==> config.mk <==
export PLATFORM = sky130hd
export DESIGN_NAME = time_dmr_mode_ctrl
export DESIGN_NICKNAME = d
export VERILOG_FILES = /design/src/rtl/time_dmr_ctrl_pkg.sv /design/src/rtl/retry_budget_tracker.sv /design/src/rtl/time_dmr_mode_ctrl.sv
export SDC_FILE = /design/constraint.sdc
export NUM_CORES = 1
export LEC_CHECK = 0
export CAP_MARGIN = 20
export CELL_PAD_IN_SITES_DETAIL_PLACEMENT = 1
export CELL_PAD_IN_SITES_GLOBAL_PLACEMENT = 2
export CORE_AREA = 3 3 108 110
export CTS_CLUSTER_DIAMETER = 50
export DETAILED_ROUTE_END_ITERATION = 8
export DIE_AREA = 0 0 111 113
export HOLD_SLACK_MARGIN = 0.02
export PLACE_DENSITY_LB_ADDON = 0.05
export SLEW_MARGIN = 20
export SYNTH_ARGS = -nofsm -noshare
export SYNTH_HDL_FRONTEND = slang
export SYNTH_HIERARCHICAL = 1
export SYNTH_SLANG_ARGS = --single-unit
==> constraint.sdc <==
create_clock -name clk_i -period 3 [get_ports clk_i]
set_clock_uncertainty 0.15 [all_clocks]
set_input_delay 0.3 -clock clk_i [delete_from_list [all_inputs] [get_ports clk_i]]
set_output_delay 0.3 -clock clk_i [all_outputs]
set_load 0.02 [all_outputs]
==> src/rtl/time_dmr_ctrl_pkg.sv <==
// Shared types and helpers for the time-DMR mode and health controller.
package time_dmr_ctrl_pkg;

    typedef enum logic [1:0] {
        STEADY = 2'd0,
        DRAIN  = 2'd1,
        SWITCH = 2'd2
    } ctrl_state_e;

    // Width of a per-ID retry counter able to hold 0..max_retries.
    function automatic int retry_cnt_width(input int max_retries);
        return (max_retries < 1) ? 1 : $clog2(max_retries + 1);
    endfunction

endpackage

==> src/rtl/retry_budget_tracker.sv <==
// Per-ID consecutive-fault counters; flags the ID that exhausts its retry budget.
module retry_budget_tracker
    import time_dmr_ctrl_pkg::*;
#(
    parameter int ID_SIZE    = 4,
    parameter int MaxRetries = 3
) (
    input  logic               clk_i,
    input  logic               rst_ni,
    input  logic               track_en,
    input  logic               faulty,
    input  logic [ID_SIZE-1:0] id,
    input  logic               clear,
    output logic               exhausted,
    output logic [ID_SIZE-1:0] exhausted_id
);

    localparam int NumIds = 2 ** ID_SIZE;
    localparam int CntW   = retry_cnt_width(MaxRetries);
    localparam logic [CntW-1:0] CntLimit = CntW'(MaxRetries);

    logic [NumIds-1:0][CntW-1:0] cnt_reg;
    logic [NumIds-1:0][CntW-1:0] cnt_next;
    logic                        hit;
    logic                        exhausted_reg;
    logic [ID_SIZE-1:0]          exhausted_id_reg;

    // Clear takes priority over a same-cycle faulty detection.
    assign hit = track_en & faulty & ~clear & ((cnt_reg[id] + CntW'(1)) == CntLimit);

    for (genvar gi = 0; gi < NumIds; gi++) begin : g_cnt
        assign cnt_next[gi] = clear ? '0 :
                              (track_en && (id == ID_SIZE'(gi))) ?
                                  ((faulty && !hit) ? (cnt_reg[gi] + CntW'(1)) : '0) :
                              cnt_reg[gi];
    end

    always_ff @(posedge clk_i or negedge rst_ni) begin
        if (!rst_ni) begin
            cnt_reg          <= '0;
            exhausted_reg    <= 1'b0;
            exhausted_id_reg <= '0;
        end else begin
            cnt_reg       <= cnt_next;
            exhausted_reg <= hit;
            if (hit) begin
                exhausted_id_reg <= id;
            end
        end
    end

    assign exhausted    = exhausted_reg;
    assign exhausted_id = exhausted_id_reg;

endmodule

==> src/rtl/time_dmr_mode_ctrl.sv <==
// Mode/health controller for the retry + time-DMR chain: drains in-flight work
// before toggling redundancy, and tracks fault and retry health.
module time_dmr_mode_ctrl
    import time_dmr_ctrl_pkg::*;
#(
    parameter int ID_SIZE       = 4,
    parameter int MaxRetries    = 3,
    parameter int DrainTimeout  = 64,
    parameter int FaultCntWidth = 16,
    parameter bit EnableDefault = 1'b0
) (
    input  logic                     clk_i,
    input  logic                     rst_ni,
    input  logic                     enable_req_i,
    input  logic                     issue_valid_i,
    input  logic                     issue_ready_i,
    input  logic                     complete_valid_i,
    input  logic                     complete_ready_i,
    input  logic                     detect_valid_i,
    input  logic                     detect_ready_i,
    input  logic                     detect_faulty_i,
    input  logic [ID_SIZE-1:0]       detect_id_i,
    input  logic                     clear_i,
    output logic                     enable_o,
    output logic                     stall_o,
    output logic                     busy_o,
    output logic [ID_SIZE:0]         inflight_o,
    output logic [FaultCntWidth-1:0] fault_cnt_o,
    output logic                     exhausted_o,
    output logic [ID_SIZE-1:0]       exhausted_id_o,
    output logic                     drain_timeout_o,
    output logic                     overflow_o
);

    localparam int IfW  = ID_SIZE + 1;
    localparam int TmoW = $clog2(DrainTimeout + 1);
    localparam logic [IfW-1:0]  InflightMax = {1'b1, {ID_SIZE{1'b0}}};
    localparam logic [TmoW-1:0] TmoLast     = TmoW'(DrainTimeout - 1);

    ctrl_state_e state_reg, state_next;

    logic                     enable_reg, enable_next;
    logic                     stall_reg, stall_next;
    logic                     busy_reg, busy_next;
    logic [IfW-1:0]           inflight_reg, inflight_next;
    logic [TmoW-1:0]          tmo_reg, tmo_next;
    logic [FaultCntWidth-1:0] fault_cnt_reg, fault_cnt_next;
    logic                     drain_timeout_reg, drain_timeout_next;
    logic                     overflow_reg, overflow_next;

    logic issue, complete, detect, pending;
    logic drained, tmo_hit, ovf_event, track_en;

    assign issue    = issue_valid_i & issue_ready_i & ~stall_reg;
    assign complete = complete_valid_i & complete_ready_i;
    assign detect   = detect_valid_i & detect_ready_i;
    assign pending  = issue_valid_i & ~issue_ready_i;
    assign track_en = detect & enable_reg;

    always_comb begin
        inflight_next = inflight_reg;
        ovf_event     = 1'b0;
        if (issue && !complete) begin
            if (inflight_reg == InflightMax) begin
                ovf_event = 1'b1;
            end else begin
                inflight_next = inflight_reg + IfW'(1);
            end
        end else if (complete && !issue && (inflight_reg != '0)) begin
            inflight_next = inflight_reg - IfW'(1);
        end
    end

    // Uses the post-event count so a completion in this cycle can end the drain.
    assign drained = (inflight_next == '0);
    assign tmo_hit = (tmo_reg == TmoLast);

    always_ff @(posedge clk_i or negedge rst_ni) begin
        if (!rst_ni) begin
            state_reg <= STEADY;
        end else begin
            state_reg <= state_next;
        end
    end

    always_comb begin
        state_next = state_reg;
        case (state_reg)
            STEADY: begin
                if ((enable_req_i != enable_reg) && !pending) begin
                    state_next = DRAIN;
                end
            end
            DRAIN: begin
                if (drained || tmo_hit) begin
                    state_next = SWITCH;
                end else if (enable_req_i == enable_reg) begin
                    state_next = STEADY;
                end
            end
            SWITCH:  state_next = STEADY;
            default: state_next = STEADY;
        endcase
    end

    always_comb begin
        stall_next  = (state_next != STEADY);
        busy_next   = (state_next == DRAIN);
        enable_next = (state_reg == SWITCH) ? ~enable_reg : enable_reg;
        tmo_next    = '0;
        if ((state_reg == DRAIN) && (state_next == DRAIN)) begin
            tmo_next = tmo_reg + TmoW'(1);
        end
    end

    // Counters and sticky flags; clear_i beats any same-cycle set.
    always_comb begin
        fault_cnt_next = fault_cnt_reg;
        if (clear_i) begin
            fault_cnt_next = '0;
        end else if (track_en && detect_faulty_i && (fault_cnt_reg != '1)) begin
            fault_cnt_next = fault_cnt_reg + FaultCntWidth'(1);
        end
        drain_timeout_next = clear_i ? 1'b0 :
            (drain_timeout_reg | ((state_reg == DRAIN) && !drained && tmo_hit));
        overflow_next = clear_i ? 1'b0 : (overflow_reg | ovf_event);
    end

    always_ff @(posedge clk_i or negedge rst_ni) begin
        if (!rst_ni) begin
            enable_reg        <= EnableDefault;
            stall_reg         <= 1'b0;
            busy_reg          <= 1'b0;
            inflight_reg      <= '0;
            tmo_reg           <= '0;
            fault_cnt_reg     <= '0;
            drain_timeout_reg <= 1'b0;
            overflow_reg      <= 1'b0;
        end else begin
            enable_reg        <= enable_next;
            stall_reg         <= stall_next;
            busy_reg          <= busy_next;
            inflight_reg      <= inflight_next;
            tmo_reg           <= tmo_next;
            fault_cnt_reg     <= fault_cnt_next;
            drain_timeout_reg <= drain_timeout_next;
            overflow_reg      <= overflow_next;
        end
    end

    retry_budget_tracker #(
        .ID_SIZE    (ID_SIZE),
        .MaxRetries (MaxRetries)
    ) u_retry_budget_tracker (
        .clk_i        (clk_i),
        .rst_ni       (rst_ni),
        .track_en     (track_en),
        .faulty       (detect_faulty_i),
        .id           (detect_id_i),
        .clear        (clear_i | (state_reg == SWITCH)),
        .exhausted    (exhausted_o),
        .exhausted_id (exhausted_id_o)
    );

    assign enable_o        = enable_reg;
    assign stall_o         = stall_reg;
    assign busy_o          = busy_reg;
    assign inflight_o      = inflight_reg;
    assign fault_cnt_o     = fault_cnt_reg;
    assign drain_timeout_o = drain_timeout_reg;
    assign overflow_o      = overflow_reg;

endmodule

# ---- Yosys cells after proc, flatten, opt, wreduce, memory -nomap -nowiden
# Index checks and enable logic that the tools add are counted.
dict set report word_totals {
  elab_cells 207
  register_bits 72
  out_inout_bits 31
}
dict set report classes {
  muxes 64
  eq_ne 24
  n_addsub 21
  reduce_logical 54
  bitwise_logic 16
  magnitude_cmp 1
}
# op n
set op_table {}
lappend op_table {{$mux 2} 52}
lappend op_table {{$reduce_bool 2->1} 18}
lappend op_table {{$add 2x1->2 const B} 17}
lappend op_table {{$eq 4x4->1 const B} 8}
lappend op_table {{$mux 16} 2}
lappend op_table {{$logic_and 1x1->1} 26}
lappend op_table {{$add 16x1->16 const B} 1}
lappend op_table {{$eq 4x3->1 const B} 4}
lappend op_table {{$ne 16x16->1 const B} 1}
lappend op_table {{$mux 5} 3}
lappend op_table {{$and 1x1->1} 9}
lappend op_table {{$bmux 2 s4} 1}
lappend op_table {{$eq 4x2->1 const B} 2}
lappend op_table {{$add 7x1->7 const B} 1}
lappend op_table {{$eq 7x6->1 const B} 1}
lappend op_table {{$mux 7} 1}
lappend op_table {{$add 5x1->5 const B} 1}
lappend op_table {{$eq 5x5->1 const B} 1}
lappend op_table {{$logic_not 1->1} 5}
lappend op_table {{$logic_not 5->1} 1}
lappend op_table {{$lt 4x5->1 const B} 1}
lappend op_table {{$reduce_bool 5->1} 1}
lappend op_table {{$sub 5x1->5 const B} 1}
lappend op_table {{$eq 2x1->1 const B} 2}
lappend op_table {{11 further kinds} 20}

# ---- Longest topological paths before layout
# Gate-level depths: netlist of run 1.
dict set report depth {
  word_depth 14
  ltp_mapped 9
  mapped_depth_nobuf 8
}

# ---- By module
# The synthesis of run 1 kept the hierarchy.
# module cells_per_inst n_inst area_each_um2
set modules_own_cells {}
lappend modules_own_cells {retry_budget_tracker 202 1 1983.2}
lappend modules_own_cells {time_dmr_mode_ctrl 185 1 1886.8}

# ---- Worst setup path after synthesis of run 1
# Ideal clock, no wire load.
dict set report synth_timing {
  kind {input port to flip-flop}
  start {in clear_i}
  end {reg u_retry_budget_tracker.exhausted_id_reg[2], in the netlist u_retry_budget_tracker/exhausted_id[2]}
  path_buffers 3
  t_arrival_ns 2.167
  t_required_ns 2.722
  slack_ns 0.555
  path_stages 9
  cell_sequence {clkbuf_1 -> nand2b_1 -> clkbuf_1 -> and3b_1 -> o41ai_1 -> or4_4 -> nor2_2 -> buf_6 -> mux2_1}
}
dict set report synth_between {
  elab_chain_cells 4
}
# item line_no
set synth_lines {}
lappend synth_lines {{start: declaration} time_dmr_mode_ctrl.sv:23} ;# input logic clear_i,
lappend synth_lines {{$or 1x1->1} time_dmr_mode_ctrl.sv:160} ;# .clear (clear_i | (state_reg == SWITCH)),
lappend synth_lines {{$not 1->1} retry_budget_tracker.sv:29} ;# assign hit = track_en & faulty & ~clear & ((cnt_reg[id] + CntW'(1)) == CntLimit);
lappend synth_lines {{$and 1x1->1 (2 in a row)} retry_budget_tracker.sv:29}
lappend synth_lines {{end signal: assignment} retry_budget_tracker.sv:47} ;# exhausted_id_reg <= id;
lappend synth_lines {{end: declaration} retry_budget_tracker.sv:26} ;# logic [ID_SIZE-1:0] exhausted_id_reg;
# No other way between the ends.
# A chain may end at the register's enable or synchronous reset.

# ---- Worst setup path after layout of run 1
dict set report layout_timing {
  start {in detect_id_i[0]}
  end {reg u_retry_budget_tracker.exhausted_id_reg[2], in the netlist u_retry_budget_tracker/exhausted_id[2]}
}
dict set report layout_between {
  elab_chain_cells 5
}
# item line_no
set layout_lines {}
lappend layout_lines {{start: declaration} time_dmr_mode_ctrl.sv:22} ;# input logic [ID_SIZE-1:0] detect_id_i,
lappend layout_lines {{$bmux 2 s4} retry_budget_tracker.sv:29}
lappend layout_lines {{$mux 2 (not written as such)} retry_budget_tracker.sv:29}
lappend layout_lines {{$add 2x1->2} retry_budget_tracker.sv:29}
lappend layout_lines {{$eq 2x2->1} retry_budget_tracker.sv:29}
lappend layout_lines {{$and 1x1->1} retry_budget_tracker.sv:29}
# No other way between the ends. The select of a mux whose other input is x is not followed.

==> results of run 1 <==
==> layer usage <==
metal,global-route usage,vias up
met5,0,-
met2,0.2909,49
met3,0.04332,9
met1,0.2407,1607
met4,0.05419,0
li1,-,1491
==> metrics by stage <==
step	setup TNS (ps)	util	area, µm²	hold WS (ps)
after global routing	0	0.4444	4796	371.9
after detailed placement	-126.3	0.4229	4564	335.3
after CTS	0	0.4444	4796	347.1
after floorplan	0	-	3870	-145.6
final	0	0.4444	4796	345.0
after global placement	0	0.4229	4564	328.1
==> cells in the mapped netlist, types with 5 or more instances <==
| library cell | instances | area share |
|---|---|---|
| nor3_2 | 6 | 0.016 |
| o31ai_1 | 15 | 0.029 |
| dfrtp_1 | 72 | 0.47 |
| nor2_1 | 26 | 0.025 |
| nand2b_1 | 18 | 0.029 |
| xnor2_1 | 9 | 0.020 |
| nor2b_1 | 6 | 0.0097 |
| buf_2 | 7 | 0.0091 |
| mux2i_1 | 7 | 0.018 |
| nand2_1 | 58 | 0.056 |
| clkbuf_1 | 9 | 0.0087 |
| and3_1 | 7 | 0.011 |
| mux4_2 | 6 | 0.035 |
| xor2_1 | 14 | 0.032 |
| nand3b_1 | 6 | 0.012 |
| nand3_1 | 11 | 0.014 |
| o21ai_0 | 14 | 0.018 |
| a21oi_1 | 18 | 0.023 |
| and4_1 | 5 | 0.011 |
| inv_1 | 6 | 0.0058 |
==> cell type report <==
type,instances,area [µm²],share of cell area
multi-input combinational,289,1932,0.4028
sequential,72,1802,0.3757
timing repair buffer,69,643.1,0.1341
tap,140,175.2,0.03652
clock buffer,11,141.4,0.02948
clock inverter,5,80.08,0.01670
inverter,6,22.52,0.004696
==> final timing paths <==
check	to	slack, ps	depth (start not counted)
max in group asynchronous	u_retry_budget_tracker/cnt_reg[17]	1570	2
worst max-delay path	u_retry_budget_tracker/exhausted_id[2]	340	7
worst min register to register	tmo_reg[0]	340	1
worst max register to register	stall_o	380	9
min in group asynchronous	u_retry_budget_tracker/cnt_reg[10]	480	2
worst min-delay path	tmo_reg[0]	340	1
==> layout by cell type (no fill, tap or decap), types with 6 or more instances in the layout <==
cell type / Yosys / routed
nand2b_1: 18 / 18
nand3_1: 11 / 11
mux4_2: 6 / 6
a21oi_1: 18 / 18
o31ai_1: 15 / 15
nor2b_1: 6 / 6
o21ai_0: 14 / 14
dfrtp_1: 72 / 72
clkbuf_8: 0 / 10
nor3_2: 6 / 6
and3_1: 7 / 7
nor2_1: 26 / 26
xnor2_1: 9 / 9
nand3b_1: 6 / 6
inv_1: 6 / 6
mux2i_1: 7 / 7
buf_4: 0 / 23
nand2_1: 58 / 58
clkdlybuf4s50_1: 0 / 44
xor2_1: 14 / 14
==> where the power goes <==
part           switching [mW]  internal [mW]
clock                   0.379          0.490
combinational           0.387          0.310
sequential              0.106           1.04
total                   0.872           1.84
==> worst max-delay path: cells and delay by family <==
| family | cells | cell delay (ps) |
|---|---|---|
| compound gates | 1 | 260 |
| buf+inv | 2 | 740 |
| mux | 2 | 860 |
| simple gates | 2 | 580 |
==> cells by family after synthesis <==
group | count (synthesis) | share of synthesized area
flip-flops | 72 | 0.4656
multiplexers | 18 | 0.06757
AO/OA/AOI/OAI | 70 | 0.1180
XOR/XNOR | 23 | 0.05205
AND/OR/NAND/NOR | 174 | 0.2486
adder cells (fa/ha/maj) | 4 | 0.01293
buffers and inverters | 26 | 0.03524
==> timing repair <==
action                                  CTS  global route
hold buffers                              1             0
endpoints found under the setup margin    0             0
setup buffers                             0             0
hold endpoints to repair                 72             0
==> impl_metrics.yaml, run 1 <==
synthesis:
  ys_seq_elements: 72
  synth.distinct_cells: 58
  synth_warnings: 6
  synth_nets: 406
  seq_area_frac_synth: 0.4656
  syn_area_um2: 3870
  ys_async_sr_fraction: 1.000
  synth-edff-count: 0
  synth_area_per_cell_um2: 10.00
  synthCells: 387
  yosys_most_used_dff: "dfrtp_1"
placed_design:
  gp_congestion: 0.8140
  port_buffers: 45
  dp_hpwl_um: 7416
  dp_cells: 575
  dp_slack_ps: -41.50
clock_tree:
  clk_latency_ps: 350
  cts.sinks: 72
  h-tree-depth: 3
  cts_buffers: 9
  cts_buffer_depth: 2
  root_buffer: "clkbuf_8"
  cts-resized-gates: 0
  clk_pin_slew_ps: 80
  tritoncts: "yes"
sta:
  fin_crit_sh: 0.8874
  hold_violations: 0
  min_period_ps: 2662
  rsz0062_at_grt: "no"
  slew_violations: 0
  setup_viol: 0
  setup_ws_ps: 337.7
  fmax_mhz: 375.6
  maxSlewHeadroom: 0.3544
  worst_pin_slew_ps: 968.3
power:
  irDropWorstVdd_mv: 0.4069
  powerDensity_nw_per_um2: 565.9
  cellLeakagePower_nw: 1.998
  fin_total_pwr_mw: 2.714
global_route:
  grt_pass1_wl_um: 18060
  overflow: 0
  grtUsageTotal: 0.1798
  first_global_vias: 3370
  grt_max_degree: 73
  antenna_found_initial: 0
route:
  wl_met2_um: 5001
  wl_per_cell_um: 17.69
  antenna_left: 0
  detail_route.iter0.violations: 83
  via_count: 3156
  dr_wl_met3_um: 350
  dr.pass1.iters: 4
  topRoutingLayerUsed: "met4"
  wirelength_um: 10470
  met1Wirelength_um: 4985
  drc_errors: 0
  via_per_inst: 5.331
floorplan:
  start_util: 0.3586
  dieArea_um2: 12540
  ios: 46
  core_area_um2: 10790
  die_y_um: 113
  rows: 38
  die_w_um: 111
setup_path:
  worst_ep_required_time_ps: 3080
  r2r_start: "inflight_o[1]"
  cp.arrival_ps: 2750
  path_max_fanout: 4
  crit_path_max_incr_delay_ps: 590
  cp-start-kind: "input pin"
  slowest_stage: "clkdlybuf4s50_1"
  crit_chain: "clkdlybuf4s50_1 > mux4_2 > a22o_1 > or4_4 > nor2_2 > buf_4 > mux2_1"
  crit_path_start: "detect_id_i[0]"
  endpoint_kind: "flop"
  critPathKind: "in -> reg"
job:
  max_cap_violations: 0
layout:
  syn2layout_area_growth_pct: 23.92
  fillerInstances: 1220
  largest_register_ffs: 32
  fin_nets: 466
  antenna_cells: 0
  fin_cells: 592
  layout-drive-gt1-share: 0.1482
status:
  status: "finished, final reports clean"
min_path:
  hp-start: "tmo_reg[0]"
  hold_class: "reg -> reg"
(Power assumes the default switching activity.)
==> run 2: changes to the inputs <==
Settings changed: SKIP_LAST_GASP set to 1.
==> results of run 2 <==
No change in the layout: final DEF, timing and power equal those of run 1.
==> run 3: changes to the inputs <==
Settings changed: CAP_MARGIN 20 to 25, PLACE_DENSITY set to 0.78, PLACE_DENSITY_LB_ADDON 0.05 to not set.
==> run 3 against run 2 <==
Compared with the run above: total power decreased by 0.34%; die area unchanged; maximum frequency increased by 0.85%; non-clock buffer count decreased by 1; via count decreased by 1.3%; sequential cell count unchanged; sequential share of layout area increased by 0.059 points; clock power decreased by 2.4%; setup slack improved by 23 ps; register-to-register slack improved by 40 ps; first-iteration DRC count increased by 34%; critical path depth unchanged; largest cell class unchanged; highest routed layer unchanged.
==> impl_metrics.yaml, run 3 (same netlist as run 1, synthesis figures left out) <==
status:
  status: "finished, final reports clean"
job:
  max_cap_violations: 0
sta:
  setup_viol: 0
  slew_violations: 0
  tns_ps: 0
  min_period_ps: 2640
  rsz0062_at_grt: "no"
  fin_crit_sh: 0.8799
  worst_pin_slew_ps: 583.7
  hold_violations: 0
  maxSlewHeadroom: 0.6100
  fmax_mhz: 378.8
floorplan:
  die_w_um: 111
  rows: 38
  start_util: 0.3586
  core_area_um2: 10790
  ios: 46
  dieArea_um2: 12540
  die_y_um: 113
layout:
  syn2layout_area_growth_pct: 23.73
  design_area_um2: 4788
  largest_register_ffs: 32
  layout-drive-gt1-share: 0.1419
  antenna_cells: 0
  fin_nets: 465
  layout_common_cells: "dfrtp_1, nand2_1, clkdlybuf4s50_1, nor2_1, buf_4"
  final_common_cell: "dfrtp_1"
clock_tree:
  h-tree-depth: 3
  cts_buffers: 9
  tritoncts: "yes"
  clk_pin_slew_ps: 80
  root_buffer: "clkbuf_8"
  clk_latency_ps: 340
  cts_buffer_depth: 2
  cts_setup_buffers: 0
  cts.sinks: 72
global_route:
  grt_max_degree: 73
  antenna_found_initial: 0
  grtUsageMet2: 0.2828
  grt_use_met3: 0.04278
  grtUsageTotal: 0.1685
  top_usage_layer: "met2"
  overflow: 0
  grt_pass1_wl_um: 17210
  first_global_vias: 3370
  gr-usage-met1: 0.2228
placed_design:
  gp_congestion: 0.8240
  dp_hpwl_um: 7267
  place_area_um2: 4537
  port_buffers: 45
setup_path:
  endpoint_kind: "flop"
  critPathKind: "in -> reg"
  rrSetupSlack_ps: 420
  cp-start-kind: "input pin"
  worst_ep_required_time_ps: 3070
  path_max_fanout: 6
  r2r_start: "inflight_o[1]"
  crit_path_start: "detect_id_i[0]"
  cp.arrival_ps: 2710
route:
  antenna_left: 0
  via_count: 3116
  detail_route.iter0.violations: 111
  wl_per_cell_um: 17.10
  wirelength_um: 10110
  drc_errors: 0
  dr.pass1.iters: 4
  via_per_inst: 5.272
min_path:
  hold_class: "in -> async"
power:
  fin_total_pwr_mw: 2.705
  cellLeakagePower_nw: 1.998
  irDropWorstVdd_mv: 0.3909
  powerDensity_nw_per_um2: 564.9
run 3: cell types whose count changed in the layout (fill, tap and decap cells not counted):
| cell | before | now |
|---|---|---|
| buf_4 | 23 | 22 |
| buf_16 | 0 | 1 |
| buf_12 | 1 | 0 |
| clkbuf_1 | 1 | 3 |
| clkinvlp_4 | 2 | 0 |
run 3: critical path, cell delays in order:
cell	delay (ps)
clkdlybuf4s50_1	560
mux4_2	520
a22o_1	240
or4_4	430
nor2_2	150
buf_4	170
mux2_1	320
run 3: worst paths after layout:
path                                                           to  cells past startpoint
max                        u_retry_budget_tracker/exhausted_id[1]                      7
min                        u_retry_budget_tracker/exhausted_id[2]                      2
max reg2reg                                                busy_o                      9
min reg2reg                u_retry_budget_tracker/exhausted_id[2]                      1
max in group asynchronous                          fault_cnt_o[8]                      3
min in group clk_i         u_retry_budget_tracker/exhausted_id[2]                      1
run 3: repair_timing:
action	in CTS	in global routing
gates resized for setup	0	0
endpoints found under the hold margin	72	0
hold buffers	1	0
run 3: metal layers:
layer / vias to the layer above / share of wire
met1: 1562 / 0.46
li1: 1486 / -
met2: 58 / 0.49
met4: 0 / 0.0091
met5: - / 0
met3: 10 / 0.037
run 3: per-stage QoR:
stage / setup WS [ps] / hold slack, ps / util / instances
floorplan: 555.3 / -145.6 / - / 387
global placement: 48.56 / 313.0 / 0.4204 / 573
detailed placement: 15.54 / 326.6 / 0.4204 / 573
CTS: 347.3 / 342.8 / 0.4411 / 590
global route: 147.0 / 217.0 / 0.4437 / 591
finish: 360.3 / 217.7 / 0.4437 / 591
run 3: power by group:
group | total (mW) | switching (mW) | internal (mW)
sequential | 1.15 | 0.111 | 1.04
clock | 0.848 | 0.356 | 0.492
combinational | 0.703 | 0.386 | 0.317
total | 2.70 | 0.853 | 1.85
run 3: cell type report:
class / count / area (µm²)
Fill cell: 1183 / 6005
Multi-Input combinational cell: 289 / 1932
Sequential cell: 72 / 1802
Timing Repair Buffer: 68 / 643.1
Tap cell: 140 / 175.2
Clock buffer: 13 / 148.9
Clock inverter: 3 / 65.06
Inverter: 6 / 22.52
